File: config.mk
export PLATFORM = sky130hd
export DESIGN_NAME = deadlock_cycle_tracker
export DESIGN_NICKNAME = d
export VERILOG_FILES = /design/src/rtl/deadlock_cycle_tracker.sv
export SDC_FILE = /design/constraint.sdc
export NUM_CORES = 1
export LEC_CHECK = 0
export ABC_AREA = 1
export CORE_MARGIN = 10
export CORE_UTILIZATION = 38
export CTS_BUF_LIST = sky130_fd_sc_hd__clkbuf_16
export DETAILED_ROUTE_END_ITERATION = 7
export SYNTH_ARGS = -nofsm -noshare
export SYNTH_HDL_FRONTEND = slang
export SYNTH_SLANG_ARGS = --single-unit
File: constraint.sdc
create_clock -name dl_clock -period 2.8 [get_ports dl_clock]
set_input_delay 0.42 -clock dl_clock [delete_from_list [all_inputs] [get_ports dl_clock]]
set_output_delay 0.42 -clock dl_clock [all_outputs]
set_load 0.01 [all_outputs]
File: src/rtl/deadlock_cycle_tracker.sv
// Deadlock detector and dependence-cycle tracer for a dataflow region of PROC_NUM processes.
// Optional simulation-only report printing is enabled with `define DEADLOCK_SIM_PRINT_EN.
module deadlock_cycle_tracker #(
  parameter int PROC_NUM    = 4,
  parameter int KEEP_THRESH = 1000,
  parameter int TRACE_MAX   = 64,
  parameter int MAX_CYCLES  = 8
) (
  input  logic                      dl_clock,
  input  logic                      dl_reset,
  input  logic [PROC_NUM-1:0]       dl_in_vec,
  input  logic                      clear,
  output logic                      dl_detect_out,
  output logic [PROC_NUM-1:0]       origin,
  output logic                      token_clear,
  output logic                      rpt_valid,
  input  logic                      rpt_ready,
  output logic [7:0]                rpt_cycle_id,
  output logic [PROC_NUM-1:0]       rpt_members,
  output logic [$clog2(PROC_NUM):0] rpt_len,
  output logic                      rpt_aborted,
  output logic                      dl_all_done
);

  localparam int LW = $clog2(PROC_NUM) + 1;
  localparam int KW = $clog2(KEEP_THRESH + 1);
  localparam int TW = $clog2(TRACE_MAX);
  localparam logic [KW-1:0] KEEP_LAST  = KW'(KEEP_THRESH - 1);
  localparam logic [KW-1:0] KEEP_ONE   = KW'(1);
  localparam logic [TW-1:0] TRACE_LAST = TW'(TRACE_MAX - 1);
  localparam logic [TW-1:0] TRACE_ONE  = TW'(1);
  localparam logic [7:0]    RPT_LIMIT  = 8'(MAX_CYCLES);
  localparam logic [PROC_NUM-1:0] VEC_ONE = PROC_NUM'(1);

  typedef enum logic [2:0] {
    IDLE     = 3'd0,
    FILTER   = 3'd1,
    DETECTED = 3'd2,
    TRACE    = 3'd3,
    EMIT     = 3'd4,
    DONE     = 3'd5
  } state_t;

  function automatic logic [LW-1:0] popcnt(input logic [PROC_NUM-1:0] v);
    logic [LW-1:0] acc;
    acc = '0;
    for (int i = 0; i < PROC_NUM; i++) begin
      acc = acc + LW'(v[i]);
    end
    return acc;
  endfunction

  state_t              r_state;
  state_t              w_state_nxt;
  logic [PROC_NUM-1:0] r_detect;
  logic [PROC_NUM-1:0] r_done;
  logic [PROC_NUM-1:0] r_origin;
  logic [PROC_NUM-1:0] r_members;
  logic [KW-1:0]       r_keep_cnt;
  logic [TW-1:0]       r_trace_cnt;
  logic [7:0]          r_rpt_cnt;
  logic [7:0]          r_rpt_id;
  logic                r_aborted;

  logic [PROC_NUM-1:0] w_pend;
  logic [PROC_NUM-1:0] w_lowest;
  logic [PROC_NUM-1:0] w_origin;
  logic                w_qualify;
  logic                w_keep_last;
  logic                w_can_trace;
  logic                w_returned;
  logic                w_trace_last;
  logic                w_token_clear;

  assign w_pend       = r_detect & ~r_done;
  // Two's-complement trick isolates the lowest pending process as the next origin.
  assign w_lowest     = w_pend & (~w_pend + VEC_ONE);
  assign w_qualify    = ((r_detect & dl_in_vec) == r_detect);
  assign w_keep_last  = (r_keep_cnt == KEEP_LAST);
  assign w_can_trace  = (|w_pend) && (r_rpt_cnt < RPT_LIMIT);
  assign w_returned   = |(dl_in_vec & r_origin);
  assign w_trace_last = (r_trace_cnt == TRACE_LAST);

  // Next-state selection plus the combinational origin and token_clear strobes.
  always_comb begin
    w_state_nxt   = r_state;
    w_origin      = '0;
    w_token_clear = 1'b0;
    if (clear) begin
      w_state_nxt = IDLE;
    end else begin
      case (r_state)
        IDLE: begin
          if (|dl_in_vec) w_state_nxt = FILTER;
          else            w_state_nxt = IDLE;
        end
        FILTER: begin
          if (!w_qualify)       w_state_nxt = IDLE;
          else if (w_keep_last) w_state_nxt = DETECTED;
          else                  w_state_nxt = FILTER;
        end
        DETECTED: begin
          if (w_can_trace) begin
            w_origin    = w_lowest;
            w_state_nxt = TRACE;
          end else begin
            w_state_nxt = DONE;
          end
        end
        TRACE: begin
          if (w_returned) begin
            w_token_clear = 1'b1;
            w_state_nxt   = EMIT;
          end else if (w_trace_last) begin
            w_state_nxt = EMIT;
          end else begin
            w_state_nxt = TRACE;
          end
        end
        EMIT: begin
          if (rpt_ready) w_state_nxt = DETECTED;
          else           w_state_nxt = EMIT;
        end
        DONE:    w_state_nxt = DONE;
        default: w_state_nxt = IDLE;
      endcase
    end
  end

  // State register and per-state datapath updates; clear re-arms everything.
  always_ff @(posedge dl_clock or negedge dl_reset) begin
    if (!dl_reset) begin
      r_state     <= IDLE;
      r_detect    <= '0;
      r_done      <= '0;
      r_origin    <= '0;
      r_members   <= '0;
      r_keep_cnt  <= '0;
      r_trace_cnt <= '0;
      r_rpt_cnt   <= 8'd0;
      r_rpt_id    <= 8'd0;
      r_aborted   <= 1'b0;
    end else if (clear) begin
      r_state     <= IDLE;
      r_detect    <= '0;
      r_done      <= '0;
      r_origin    <= '0;
      r_members   <= '0;
      r_keep_cnt  <= '0;
      r_trace_cnt <= '0;
      r_rpt_cnt   <= 8'd0;
      r_rpt_id    <= 8'd0;
      r_aborted   <= 1'b0;
    end else begin
      r_state <= w_state_nxt;
      case (r_state)
        IDLE: begin
          r_detect   <= dl_in_vec;
          r_keep_cnt <= '0;
        end
        FILTER: begin
          if (!w_qualify) r_keep_cnt <= '0;
          else            r_keep_cnt <= r_keep_cnt + KEEP_ONE;
        end
        DETECTED: begin
          if (w_can_trace) begin
            r_origin    <= w_lowest;
            r_members   <= w_lowest;
            r_trace_cnt <= '0;
          end
        end
        TRACE: begin
          if (w_returned) begin
            r_done    <= r_done | r_members;
            r_aborted <= 1'b0;
            r_rpt_id  <= r_rpt_cnt + 8'd1;
          end else if (w_trace_last) begin
            // Marking the origin done guarantees the next pass picks a new origin.
            r_done    <= r_done | r_members | r_origin;
            r_aborted <= 1'b1;
            r_rpt_id  <= r_rpt_cnt + 8'd1;
          end else begin
            r_members   <= r_members | dl_in_vec;
            r_trace_cnt <= r_trace_cnt + TRACE_ONE;
          end
        end
        EMIT: begin
          if (rpt_ready) r_rpt_cnt <= r_rpt_cnt + 8'd1;
        end
        default: begin
          r_rpt_cnt <= r_rpt_cnt;
        end
      endcase
    end
  end

  assign origin        = w_origin;
  assign token_clear   = w_token_clear;
  assign dl_detect_out = (|r_detect) && ((r_state == DETECTED) || (r_state == TRACE) ||
                                         (r_state == EMIT) || (r_state == DONE));
  assign rpt_valid     = (r_state == EMIT);
  assign dl_all_done   = (r_state == DONE);
  assign rpt_cycle_id  = r_rpt_id;
  assign rpt_members   = r_members;
  assign rpt_len       = popcnt(r_members);
  assign rpt_aborted   = r_aborted;

`ifdef DEADLOCK_SIM_PRINT_EN
  // Human-readable trace of each handshaken report and of the final total.
  always @(posedge dl_clock) begin
    if (dl_reset && !clear) begin
      if (r_state == EMIT && rpt_ready) begin
        $write("deadlock cycle %0d members:", r_rpt_id);
        for (int i = 0; i < PROC_NUM; i++) begin
          if (r_members[i]) $write(" %0d", i);
        end
        $display(" len %0d aborted %0d", rpt_len, r_aborted);
      end
      if (r_state != DONE && w_state_nxt == DONE) begin
        $display("Totally %0d cycles detected", r_rpt_cnt);
      end
    end
  end
`else
  // Synthesis build: reports are observable only through the rpt_* channel.
`endif

endmodule

Word level (Yosys, flattened, before mapping) --
Index checks and enable logic that the tools add are counted.
Word-level totals: register bits after elaboration 52, bits in latches 0, memory bits (writable) 0, memory bits (read-only) 0, input port bits 8, memories kept 0
Operators by class: add/sub/neg operators 7, multipliers 0, div/mod/pow operators 0, $lt $le $gt $ge 1, eq/ne operators 11, shift-type cells 0, mux-type cells 47, bitwise operators 9, reduce and logical (&&, ||, !) cells 23
Operators by type and width (count):
- $mux 4 | 15
- $mux 8 | 7
- $mux 6 | 4
- $mux 10 | 2
- $pmux 10 s2 | 1
- $pmux 3 s6 | 1
- $and 4x4->4 | 4
- $reduce_or 4->1 | 4
- $mux 3 | 5
- $or 4x4->4 | 3
- $pmux 6 s2 | 1
- $reduce_bool 2->1 | 6
- $add 10x1->10 const B | 1
- $eq 10x10->1 const B | 1
- $ne 3x3->1 const B | 3
- $reduce_bool 3->1 | 3
- $add 8x1->8 const B | 1
- $lt 8x4->1 const B | 1
- $mux 1 | 8
- $not 4->4 | 2
- $pmux 4 s2 | 1
- $add 6x1->6 const B | 1
- $eq 3x2->1 const B | 2
- $eq 3x3->1 const B | 2
- other kinds (13) | 19

Logic depth before layout (Yosys ltp) --
Gate-level depths: netlist of the first run.
depth in word-level cells 8, depth in mapped cells 10, mapped depth without buffers 10

Worst setup path after synthesis of the first run --
OpenSTA, ideal clock, no wires.
kind register to output, from reg r_members[0], in the netlist rpt_members[0], to out rpt_len[1], data arrival time 1.515 ns, slack 0.865 ns, stages on the path, launching flop included 6, buffers on the path 0, cells stage by stage dfrtp_1 > inv_1 > fa_1 > inv_1 > ha_1 > ha_1
On the way: word-level cells in the longest chain between the ends 3
Ends and longest elaborated chain:
- start: declaration | line 58 | logic [PROC_NUM-1:0] r_members;
- start signal: assignment | line 168 | r_members <= w_lowest;
- start signal: assignment | line 183 | r_members <= r_members | dl_in_vec;
- $add 1x1->2 | line 48 | acc = acc + LW'(v[i]);
- $add 2x1->3 | line 48
- $add 3x1->3 | line 48
- end: declaration | line 20 | output logic [$clog2(PROC_NUM):0] rpt_len,
Every way passes these cells.

Worst setup path in the final report of the first run --
from reg r_members[0], in the netlist rpt_members[0], to out rpt_len[2]
Same word-level chain as after synthesis.

==> results of run 1 <==
## cell families after synthesis
logic type	Yosys count	share of synthesized area (%)
mux	3	1.14
simple gates	212	32.1
xor+xnor	2	0.591
compound gates	56	10.5
buf+inv	66	8.98
flops	52	43.9
fa+ha+maj	6	2.78
## what timing repair did
action,in CTS,in global routing
setup endpoints to repair,0,1
gates resized for setup,0,1
hold endpoints to repair,0,0
buffers inserted,0,1
## metrics by stage
| stage | hold slack, ns | cells | worst slack [ns] | power [mW] | util [%] |
|---|---|---|---|---|---|
| 4_1_cts | 0.281 | 537 | 0.0627 | 1.59 | 46.1 |
| 6_report | 0.245 | 538 | 0.225 | 1.58 | 46.3 |
| 3_5_place_dp | 0.463 | 530 | 0.379 | 1.00 | 44.4 |
| 2_1_floorplan | 0.124 | 397 | 0.865 | 0.926 | - |
| 3_3_place_gp | 0.460 | 530 | 0.415 | 0.999 | 44.4 |
| 5_1_grt | 0.311 | 538 | 0.110 | 1.66 | 46.3 |
## sequential cells by signal (all words and copies together), names as in the netlist
register      count
r_detect          4
r_done            4
r_keep_cnt       10
r_origin          4
r_rpt_cnt         8
r_state           3
r_trace_cnt       6
rpt_aborted       1
rpt_cycle_id      8
rpt_members       4
## path summary, 6_finish.rpt
check,start,to
setup reg to reg,r_trace_cnt[0],r_done[2]
hold / removal,dl_reset,r_detect[1]
hold reg to reg,rpt_cycle_id[4],rpt_cycle_id[4]
setup / recovery,rpt_members[0],rpt_len[2]
min in group dl_clock,rpt_cycle_id[4],rpt_cycle_id[4]
max in group asynchronous,dl_reset,rpt_cycle_id[3]
## power by group through the flow
stage | combinational [mW] | sequential, mW | clock (mW)
global placement | 0.187 | 0.812 | 0
global route | 0.219 | 0.803 | 0.636
finish | 0.189 | 0.799 | 0.593
detailed placement | 0.189 | 0.813 | 0
floorplan | 0.116 | 0.810 | 0
CTS | 0.190 | 0.799 | 0.605
## worst max-delay path: stages (launching register included)
cell and delay (ns):
sky130_fd_sc_hd__dfrtp_1 0.39, sky130_fd_sc_hd__inv_1 0.09, sky130_fd_sc_hd__fa_1 0.53, sky130_fd_sc_hd__inv_1 0.04, sky130_fd_sc_hd__ha_1 0.17, sky130_fd_sc_hd__ha_1 0.17, sky130_fd_sc_hd__clkdlybuf4s50_1 0.48
## per-layer routing
metal,global-route usage [%],vias to the layer above,wire [um]
met5,0,-,0
met4,3.39,0,76
met3,3.27,7,493
met2,20.4,73,3190
met1,16.7,1220,3340
li1,-,1343,-
## cells in the final DEF (no fill, tap or decap), types with 2 or more instances in the layout
master,instances
sky130_fd_sc_hd__o21ai_0,28
sky130_fd_sc_hd__nor2_1,42
sky130_fd_sc_hd__ha_1,5
sky130_fd_sc_hd__buf_4,5
sky130_fd_sc_hd__nand2_1,117
sky130_fd_sc_hd__nor3_1,4
sky130_fd_sc_hd__a31oi_1,2
sky130_fd_sc_hd__nand2_4,2
sky130_fd_sc_hd__a21oi_1,13
sky130_fd_sc_hd__inv_2,5
sky130_fd_sc_hd__mux2_2,3
sky130_fd_sc_hd__nand3_2,2
sky130_fd_sc_hd__dfrtp_1,52
sky130_fd_sc_hd__clkbuf_16,5
sky130_fd_sc_hd__o22ai_1,9
sky130_fd_sc_hd__nor2_4,3
sky130_fd_sc_hd__clkdlybuf4s50_1,29
sky130_fd_sc_hd__clkinv_1,2
sky130_fd_sc_hd__nand3_1,30
sky130_fd_sc_hd__inv_1,57
sky130_fd_sc_hd__nand4_1,5
## area by class of cell
| class | instances | area (sq um) |
|---|---|---|
| fillers | 788 | 4110 |
| multi-input cells | 279 | 1400 |
| flip-flops and latches | 52 | 1300 |
| repair buffers | 36 | 345 |
| inverters | 62 | 233 |
| well taps | 102 | 128 |
| clock buffers | 5 | 125 |
| clock inverters | 2 | 7.51 |
==> impl_results.rst, run 1 <==
.. list-table::
   :header-rows: 1

   * - Metric
     - Value
   * - Clock buffer count from CTS
     - 5
   * - Number of levels the H-tree was split into
     - 2
   * - Combinational share of power
     - 12.0%
   * - FF+latch count, synth
     - 52
   * - Class of the most critical setup path
     - flip-flop to output port
   * - Leading post-synthesis cells by cell area
     - sky130_fd_sc_hd__dfrtp_1 (44%), sky130_fd_sc_hd__nand2_1 (15%), sky130_fd_sc_hd__inv_1 (7.2%)
   * - Clock-pin slew on the worst setup and hold paths
     - 0.07 ns
   * - Number of pins with negative max-slew slack in the final report
     - 0
   * - Worst clock skew on the final layout
     - 0.00446 ns
   * - Maximum number of pins on one net before global-route repair
     - 53
   * - Fraction of the cycle the final worst path needs
     - 92.0%
   * - Setup TNS
     - 0 ns
   * - Via count of the first global-routing pass
     - 2570
   * - Number of antenna violations at the first check in global routing
     - 0
   * - Max frequency
     - 388 MHz
   * - Post-CTS Hold Buffers
     - 0
   * - Slack of the worst reg-to-reg path
     - 0.99 ns
   * - Type of the most critical hold path
     - input port to asynchronous set/reset pin
   * - Combined area of all synthesized cells
     - 2970 sq um
   * - Gr usage total
     - 12.7%
   * - Endpoint arrival time on the critical path
     - 2.16 ns
   * - Antenna viol nets, final
     - 0
   * - Die area
     - 11700 sq um
   * - Clock tree from TritonCTS
     - built
   * - Nets
     - 450
   * - Placement Cell Area
     - 3400 sq um
   * - Total power density per cell area
     - 447 nW/um^2
   * - Vertical extent of the die
     - 108 um
   * - Half-perimeter wire length after placement
     - 5.40 mm
   * - Cell depth of the worst flop-to-flop path
     - 7
   * - Maximum vdd ir drop
     - 0.000221 V
   * - Switching portion of total power
     - 26.1%
   * - Routability congestion estimate from global placement
     - 0.938
   * - Clock share of power
     - 37.5%
   * - Sequential area share after synthesis
     - 43.9%
   * - RSZ-0062 raised after global routing
     - false
   * - Number of setup violations in the final report
     - 0
   * - Cell area after layout
     - 3540 sq um
   * - Boundary Pins
     - 32
   * - Number of enable flip-flop cells after synthesis
     - 0
   * - Startpoint kind of the worst setup timing path
     - flip-flop
   * - Most instantiated flip-flop cell in the synthesis netlist
     - sky130_fd_sc_hd__dfrtp_1
   * - Most frequently used cell type in the post-synthesis netlist
     - sky130_fd_sc_hd__nand2_1
   * - Post-detailed-route DRC marker count
     - 0
   * - Worst slew margin
     - 55.3%
   * - Area share of the leading cell type in the synthesized netlist
     - 43.9%
   * - Leading post-synthesis cells by instance count
     - sky130_fd_sc_hd__nand2_1 (117), sky130_fd_sc_hd__inv_1 (57), sky130_fd_sc_hd__dfrtp_1 (52)
   * - Result of the run
     - complete, no violations
   * - Vias per std cell
     - 4.91
   * - Critical path endpoint category
     - output port
   * - Floorplan row count
     - 32
   * - Synthesis-to-finish area growth
     - 19.3%
   * - Maximum fanout encountered on the critical timing path
     - 4
   * - Mean routed wirelength per cell
     - 13.2 um
   * - Antenna diode count
     - 0
   * - Total count of hold-check failures in the final report
     - 0
   * - CTS max path bufs
     - 2
   * - Global-route wire length before repair
     - 12.3 mm
   * - Syn Inst Count
     - 397
   * - Iteration-0 DRC Markers
     - 132
   * - Clock root cell
     - sky130_fd_sc_hd__clkbuf_16
   * - Share of synthesized registers carrying an async set or reset
     - 100%
   * - Total global routing overflow
     - 0
   * - Final Critical Period
     - 2.58 ns
   * - Cell type with the largest total area after synthesis
     - sky130_fd_sc_hd__dfrtp_1
   * - Number of distinct library cells after synthesis
     - 34
   * - Number of nets in the synthesized netlist
     - 411
   * - # port buffers
     - 31
   * - DRT Wirelength
     - 7.10 mm
   * - Width of the chip
     - 108 um
   * - Area of the core region
     - 7650 sq um
   * - Max-cap viol count
     - 0
   * - Least-Margin Pin Slew
     - 0.671 ns
   * - Critical path data required time
     - 2.38 ns
   * - Starting utilization of the core area
     - 38.8%
   * - Initial DRT Pass Iterations
     - 4
   * - Clock insertion delay at the later pin of the skew report
     - 0.29 ns
   * - Switch Pwr
     - 0.413 mW
   * - Via total after detailed routing
     - 2643
   * - Sequential fraction of design power
     - 50.5%
   * - Number of warnings issued by yosys
     - 0
   * - Fraction of layout instances using a drive strength above 1
     - 7.80%
   * - Design internal power
     - 1.17 mW
   * - Static leakage
     - 1.77 nW
   * - Number of clock sinks
     - 52
   * - Mean instance size in the synthesized netlist
     - 7.47 sq um
No activity file was read; power rests on OpenSTA's default activity.
==> inputs of run 2 (changes only) <==
==> constraint.sdc (replaced) <==
create_clock -name dl_clock -period 2.48 [get_ports dl_clock]
set_input_delay 0.372 -clock dl_clock [delete_from_list [all_inputs] [get_ports dl_clock]]
set_output_delay 0.372 -clock dl_clock [all_outputs]
set_load 0.01 [all_outputs]
==> run 2 against run 1 <==
  * Sequential cell count did not move
  * Register-to-register slack worse by 0.31 ns
  * Count of clock-buffer cells in the layout unchanged
==> impl_results.rst, run 2 (synthesis results as in run 1) <==
.. list-table::
   :header-rows: 1

   * - Metric
     - Value
   * - Result of the run
     - complete, no violations
   * - Cell chain of the critical path
     - inv_1 -> fa_1 -> inv_1 -> ha_1 -> ha_1 -> dlygate4sd2_1
   * - Half-perimeter wire length after placement
     - 5.44 mm (+0.83%)
   * - Critical path endpoint category
     - output port
   * - Number of setup violations in the final report
     - 0 (unchanged)
   * - Total global routing overflow
     - 0 (unchanged)
   * - Class of the most critical setup path
     - flip-flop to output port
   * - Endpoint arrival time on the critical path
     - 1.99 ns (-0.17 ns)
   * - Antenna viol nets, final
     - 0 (unchanged)
   * - Max reg flops
     - 10 (unchanged)
   * - Number of levels the H-tree was split into
     - 2 (unchanged)
   * - Global-route wire length before repair
     - 12.1 mm (-1.6%)
   * - Placement Cell Area
     - 3450 sq um (+1.5%)
   * - Worst clock skew on the final layout
     - 0.00369 ns (-0.000767 ns)
   * - Clock share of power
     - 37.3% (-0.2 points)
   * - Sequential fraction of design power
     - 50.1% (-0.4 points)
   * - Iteration-0 DRC Markers
     - 114 (-14%)
   * - Clock insertion delay at the later pin of the skew report
     - 0.29 ns (about the same)
   * - Maximum vdd ir drop
     - 0.000239 V (+8.4%)
   * - Die area
     - 11700 sq um (unchanged)
   * - Via count of the first global-routing pass
     - 2548 (-0.86%)
   * - Top library cells by usage in the layout, fill and taps aside
     - sky130_fd_sc_hd__nand2_1 (114), sky130_fd_sc_hd__inv_1 (57), sky130_fd_sc_hd__dfrtp_1 (50)
   * - Least-Margin Pin Slew
     - 0.548 ns (-0.123 ns)
   * - Clock buffer count from CTS
     - 5 (unchanged)
   * - Area of the core region
     - 7650 sq um (unchanged)
   * - Vias per std cell
     - 4.84 (-1.4%)
   * - Via total after detailed routing
     - 2644 (+0.038%)
   * - Post-detailed-route DRC marker count
     - 0 (unchanged)
   * - Maximum number of pins on one net before global-route repair
     - 50 (-5.7%)
   * - Floorplan row count
     - 32 (unchanged)
   * - Clock-pin slew on the worst setup and hold paths
     - 0.07 ns (about the same)
   * - Most frequent standard cell in the layout excluding fill and tap cells
     - sky130_fd_sc_hd__nand2_1
   * - CTS max path bufs
     - 2 (unchanged)
   * - Initial DRT Pass Iterations
     - 4 (unchanged)
   * - Slowest library cell on the worst path
     - sky130_fd_sc_hd__fa_1
   * - Starting utilization of the core area
     - 38.8% (unchanged)
   * - Synthesis-to-finish area growth
     - 22.6%
   * - Total count of hold-check failures in the final report
     - 0 (unchanged)
   * - Number of antenna violations at the first check in global routing
     - 0 (unchanged)
   * - Combinational share of power
     - 12.6% (+0.6 points)
   * - Startpoint kind of the worst setup timing path
     - flip-flop
   * - Buffer and inverter count on the worst path
     - 3 (unchanged)
   * - Switching portion of total power
     - 26.0% (-0.18 points)
   * - Clock tree from TritonCTS
     - built
   * - Worst hold-check slack
     - 0.419 ns (+0.175 ns)
   * - Cell area after layout
     - 3640 sq um (+2.8%)
   * - Maximum fanout encountered on the critical timing path
     - 2 (-2)
   * - Delay contributed by the slowest stage of the critical path
     - 0.53 ns (about the same)
   * - Critical path data required time
     - 2.11 ns (-0.27 ns)
   * - Total power density per cell area
     - 494 nW/um^2 (+11%)
   * - Static leakage
     - 1.89 nW (+6.9%)
   * - Clock root cell
     - sky130_fd_sc_hd__clkbuf_16
   * - Boundary Pins
     - 32 (unchanged)
   * - Vertical extent of the die
     - 108 um (unchanged)
   * - Fraction of layout instances using a drive strength above 1
     - 10.8% (+3.0 points)
   * - Number of clock sinks
     - 52 (unchanged)
   * - Width of the chip
     - 108 um (unchanged)
   * - Final Critical Period
     - 2.36 ns
   * - Antenna diode count
     - 0 (unchanged)
   * - Routability congestion estimate from global placement
     - 0.877 (-6.6%)
   * - Nets
     - 458 (+1.8%)
   * - RSZ-0062 raised after global routing
     - false
   * - Type of the most critical hold path
     - input port to asynchronous set/reset pin
   * - # port buffers
     - 31 (unchanged)
   * - Max-cap viol count
     - 0 (unchanged)
   * - DRT Wirelength
     - 7.20 mm (+1.3%)
   * - Fraction of the cycle the final worst path needs
     - 95.4%
   * - Gr usage total
     - 12.8% (+0.038 points)
   * - Setup TNS
     - 0 ns (unchanged)
   * - Worst slew margin
     - 63.5% (+8.2 points)
   * - Family with the most delay on the worst path
     - adder cells
   * - Design internal power
     - 1.33 mW (+14%)
   * - Mean routed wirelength per cell
     - 13.2 um (-0.15%)
   * - Number of pins with negative max-slew slack in the final report
     - 0 (unchanged)
   * - Largest register by flop count
     - r_keep_cnt
   * - Switch Pwr
     - 0.466 mW (+13%)
   * - Max frequency
     - 423 MHz
## run 2: per-layer routing
| metal | wire length (um) | global-route usage, % |
|---|---|---|
| met5 | 0 | 0 |
| met4 | 191 | 5.37 |
| met3 | 377 | 3.75 |
| met2 | 3260 | 19.9 |
| met1 | 3370 | 16.1 |
## run 2: worst register-to-register path: stages, from the launching register on
cell                      delay, ns
sky130_fd_sc_hd__dfrtp_1       0.41
sky130_fd_sc_hd__ha_1          0.23
sky130_fd_sc_hd__nand3_1       0.12
sky130_fd_sc_hd__nor2_1        0.10
sky130_fd_sc_hd__nand2_1       0.13
sky130_fd_sc_hd__a21oi_2       0.49
sky130_fd_sc_hd__nand2_1       0.11
sky130_fd_sc_hd__a21oi_1       0.15
## run 2: stage by stage
step	total power [mW]	util [%]	std cells	worst slack, ns
global route	1.89	47.5	546	0.00706
detailed placement	1.14	45.1	535	0.0949
floorplan	1.05	-	397	0.593
CTS	1.82	47.2	545	0.00301
global placement	1.13	45.1	535	0.151
finish	1.80	47.5	546	0.115
## run 2: final cells by class
class / instances / area, sq um
fill: 786 / 4010
inverter: 62 / 233
clock inverter: 2 / 12.5
sequential: 52 / 1300
clock buffer: 5 / 125
timing repair buffer: 44 / 428
tap: 102 / 128
multi-input combinational: 279 / 1410
## run 2: repair_timing
| action | 4_1_cts | 5_1_grt |
|---|---|---|
| pin swaps | 0 | 1 |
| buffers inserted | 2 | 1 |
| hold buffers | 1 | 0 |
| setup endpoints to repair | 3 | 5 |
| gates resized for setup | 2 | 10 |
| endpoints found under the hold margin | 3 | 0 |
## run 2: worst paths after layout
path	slack, ns	startpoint	end	cells past startpoint
max	0.12	rpt_members[0]	rpt_len[1]	6
min	0.42	dl_reset	r_done[0]	2
max reg2reg	0.68	r_trace_cnt[0]	r_done[0]	7
min reg2reg	0.47	rpt_cycle_id[5]	rpt_cycle_id[5]	2
max in group asynchronous	1.58	dl_reset	r_state[2]	3
min in group dl_clock	0.47	rpt_cycle_id[5]	rpt_cycle_id[5]	2
## run 2: power by group through the flow
stage          Clock (mW)  Sequential, mW  Combinational (mW)
2_1_floorplan           0           0.914               0.131
3_5_place_dp            0           0.918               0.223
5_1_grt             0.722           0.904               0.259
4_1_cts             0.694           0.901               0.228
3_3_place_gp            0           0.915               0.219
6_report            0.670           0.901               0.226
==> inputs of run 3 (changes only) <==
--- a/config.mk
+++ b/config.mk
@@ -6,6 +6,7 @@
 export NUM_CORES = 1
 export LEC_CHECK = 0
 export ABC_AREA = 1
+export CAP_MARGIN = 20
 export CORE_MARGIN = 10
 export CORE_UTILIZATION = 38
 export CTS_BUF_LIST = sky130_fd_sc_hd__clkbuf_16
==> constraint.sdc (replaced) <==
create_clock -name dl_clock -period 2.92 [get_ports dl_clock]
set_input_delay 0.438 -clock dl_clock [delete_from_list [all_inputs] [get_ports dl_clock]]
set_output_delay 0.438 -clock dl_clock [all_outputs]
set_load 0.01 [all_outputs]
==> run 3 against run 2 <==
  * Sequential share of layout area up 0.94 points
  * Clock power down 14%
  * Combinational power decreased by 20%
  * Critical path type unchanged
  * Die area did not move
==> impl_results.rst, run 3 (synthesis results as in run 1) <==
.. list-table::
   :header-rows: 1

   * - Metric
     - Value
   * - Antenna diode count
     - 0 (unchanged)
   * - Synthesis-to-finish area growth
     - 19.2%
   * - Total global routing overflow
     - 0 (unchanged)
   * - Post-CTS setup buffer count
     - 0 (-2)
   * - Total power density per cell area
     - 431 nW/um^2 (-13%)
   * - Most frequent standard cell in the layout excluding fill and tap cells
     - sky130_fd_sc_hd__nand2_1
   * - Placed cells
     - 530 (-0.93%)
   * - DRT Wirelength
     - 7.17 mm (-0.46%)
   * - Number of gates given a new drive strength after cts
     - 0 (-2)
   * - Vertical extent of the die
     - 108 um (unchanged)
   * - Fin worst setup slack
     - 0.210 ns (+0.0952 ns)
   * - Nets
     - 449 (-2.0%)
   * - Routability congestion estimate from global placement
     - 0.925 (+5.5%)
   * - Area of the core region
     - 7650 sq um (unchanged)
   * - Number of levels the H-tree was split into
     - 2 (unchanged)
   * - Cell area after layout
     - 3540 sq um (-2.8%)
   * - Global-route wire length before repair
     - 12.4 mm (+2.9%)
   * - Endpoint arrival time on the critical path
     - 2.27 ns (+0.28 ns)
   * - Layout filler cell count
     - 761 (-3.2%)
   * - Static leakage
     - 1.75 nW (-7.5%)
   * - Post-place setup slack
     - 0.491 ns (+0.396 ns)
   * - Vias per std cell
     - 4.99 (+3.0%)
   * - Starting utilization of the core area
     - 38.8% (unchanged)
   * - Boundary Pins
     - 32 (unchanged)
   * - Initial DRT Pass Iterations
     - 4 (unchanged)
   * - Mean routed wirelength per cell
     - 13.3 um (+1.0%)
   * - Via count of the first global-routing pass
     - 2630 (+3.2%)
   * - Final Critical Period
     - 2.71 ns
   * - Width of the chip
     - 108 um (unchanged)
   * - Post-detailed-route DRC marker count
     - 0 (unchanged)
   * - Number of pins with negative max-slew slack in the final report
     - 0 (unchanged)
   * - Number of antenna violations at the first check in global routing
     - 0 (unchanged)
   * - Worst clock skew on the final layout
     - 0.00650 ns (+0.00281 ns)
   * - Clock-pin slew on the worst setup and hold paths
     - 0.07 ns (about the same)
   * - Result of the run
     - complete, no violations
   * - Max frequency
     - 369 MHz
   * - Top library cells by usage in the layout, fill and taps aside
     - sky130_fd_sc_hd__nand2_1 (117), sky130_fd_sc_hd__inv_1 (58), sky130_fd_sc_hd__dfrtp_1 (52)
   * - Post-layout util
     - 46.2% (-1.3 points)
   * - Startpoint kind of the worst setup timing path
     - flip-flop
   * - Critical path data required time
     - 2.48 ns (+0.37 ns)
   * - Largest register by flop count
     - r_keep_cnt
   * - Least-Margin Pin Slew
     - 0.684 ns (+0.136 ns)
   * - Class of the most critical setup path
     - flip-flop to output port
   * - Type of the most critical hold path
     - input port to asynchronous set/reset pin
   * - Die area
     - 11700 sq um (unchanged)
   * - Setup TNS
     - 0 ns (unchanged)
   * - Total power draw
     - 1.52 mW (-15%)
   * - Maximum fanout encountered on the critical timing path
     - 4 (+2)
   * - Maximum number of pins on one net before global-route repair
     - 53 (+6.0%)
   * - Critical path endpoint category
     - output port
   * - Fraction of the cycle the final worst path needs
     - 92.8%
   * - RSZ-0062 raised after global routing
     - false
   * - Gr usage total
     - 12.9% (+0.18 points)
   * - Number of cells in the finished layout apart from fillers
     - 538 (-1.5%)
   * - Clock insertion delay at the later pin of the skew report
     - 0.29 ns (about the same)
   * - CTS max path bufs
     - 2 (unchanged)
   * - Total count of hold-check failures in the final report
     - 0 (unchanged)
   * - Post-CTS Hold Buffers
     - 0 (-1)
   * - # port buffers
     - 31 (unchanged)
   * - Floorplan row count
     - 32 (unchanged)
   * - Clock tree from TritonCTS
     - built
   * - Number of clock sinks
     - 52 (unchanged)
   * - Worst hold-check slack
     - 0.273 ns (-0.146 ns)
   * - Antenna viol nets, final
     - 0 (unchanged)
   * - Clock buffer count from CTS
     - 5 (unchanged)
   * - Number of setup violations in the final report
     - 0 (unchanged)
   * - Clock root cell
     - sky130_fd_sc_hd__clkbuf_16
   * - Max-cap viol count
     - 0 (unchanged)
   * - Max reg flops
     - 10 (unchanged)
   * - Maximum vdd ir drop
     - 0.000210 V (-12%)
   * - Worst slew margin
     - 54.4% (-9.1 points)
   * - Half-perimeter wire length after placement
     - 5.41 mm (-0.60%)
   * - Iteration-0 DRC Markers
     - 147 (+29%)
   * - Fraction of layout instances using a drive strength above 1
     - 7.80% (-3.0 points)
   * - Placement Cell Area
     - 3400 sq um (-1.5%)
   * - Via total after detailed routing
     - 2684 (+1.5%)
run 3: cell types whose count changed in the layout (fill, tap and decap cells not counted), moves of 2 or more:
cell / delta
sky130_fd_sc_hd__dfrtp_2: -2
sky130_fd_sc_hd__clkdlybuf4s50_1: +7
sky130_fd_sc_hd__dlymetal6s2s_1: -5
sky130_fd_sc_hd__nand2_2: -3
sky130_fd_sc_hd__dfrtp_1: +2
sky130_fd_sc_hd__dlygate4sd2_1: -2
sky130_fd_sc_hd__buf_4: -7
sky130_fd_sc_hd__nand2_1: +3
run 3: layer usage:
metal  vias up  GRT usage, %  wire length [um]  part of all wire [%]
met2        73          20.8              3220                    45
li1       1345             -                 -                     -
met1      1254          16.2              3300                    46
met4         0          4.05               140                   2.0
met5         -             0                 0                     0
met3        12          4.05               510                   7.1
run 3: layout make-up:
cell class	instances	area [sq um]	area share, %
repair buffers	35	335	9.48
clock inverters	3	15.0	0.425
clock buffers	5	125	3.54
flip-flops and latches	52	1300	36.8
well taps	102	128	3.61
multi-input cells	279	1400	39.6
inverters	62	233	6.58
run 3: worst max-delay path: stages, from the launching register on:
cell and delay [ns]:
sky130_fd_sc_hd__dfrtp_1 0.38, sky130_fd_sc_hd__inv_1 0.08, sky130_fd_sc_hd__fa_1 0.53, sky130_fd_sc_hd__inv_1 0.04, sky130_fd_sc_hd__ha_1 0.17, sky130_fd_sc_hd__ha_1 0.27
sky130_fd_sc_hd__clkdlybuf4s50_1 0.53
run 3: path summary, 6_finish.rpt:
check	from	endpoint	slack [ns]	cells after the start
setup reg to reg	r_trace_cnt[0]	r_done[3]	1.14	7
hold / removal	dl_reset	r_keep_cnt[6]	0.27	2
hold reg to reg	rpt_cycle_id[2]	rpt_cycle_id[2]	0.48	2
setup / recovery	rpt_members[0]	rpt_len[1]	0.21	6
max in group asynchronous	dl_reset	rpt_cycle_id[3]	2.20	2
min in group dl_clock	rpt_cycle_id[2]	rpt_cycle_id[2]	0.48	2
run 3: report_power, final:
group          switching (mW)  leakage (nW)  internal, mW
clock                   0.266        0.0687         0.312
combinational           0.113         0.964        0.0667
sequential             0.0214         0.717         0.744
total                   0.401          1.75          1.12
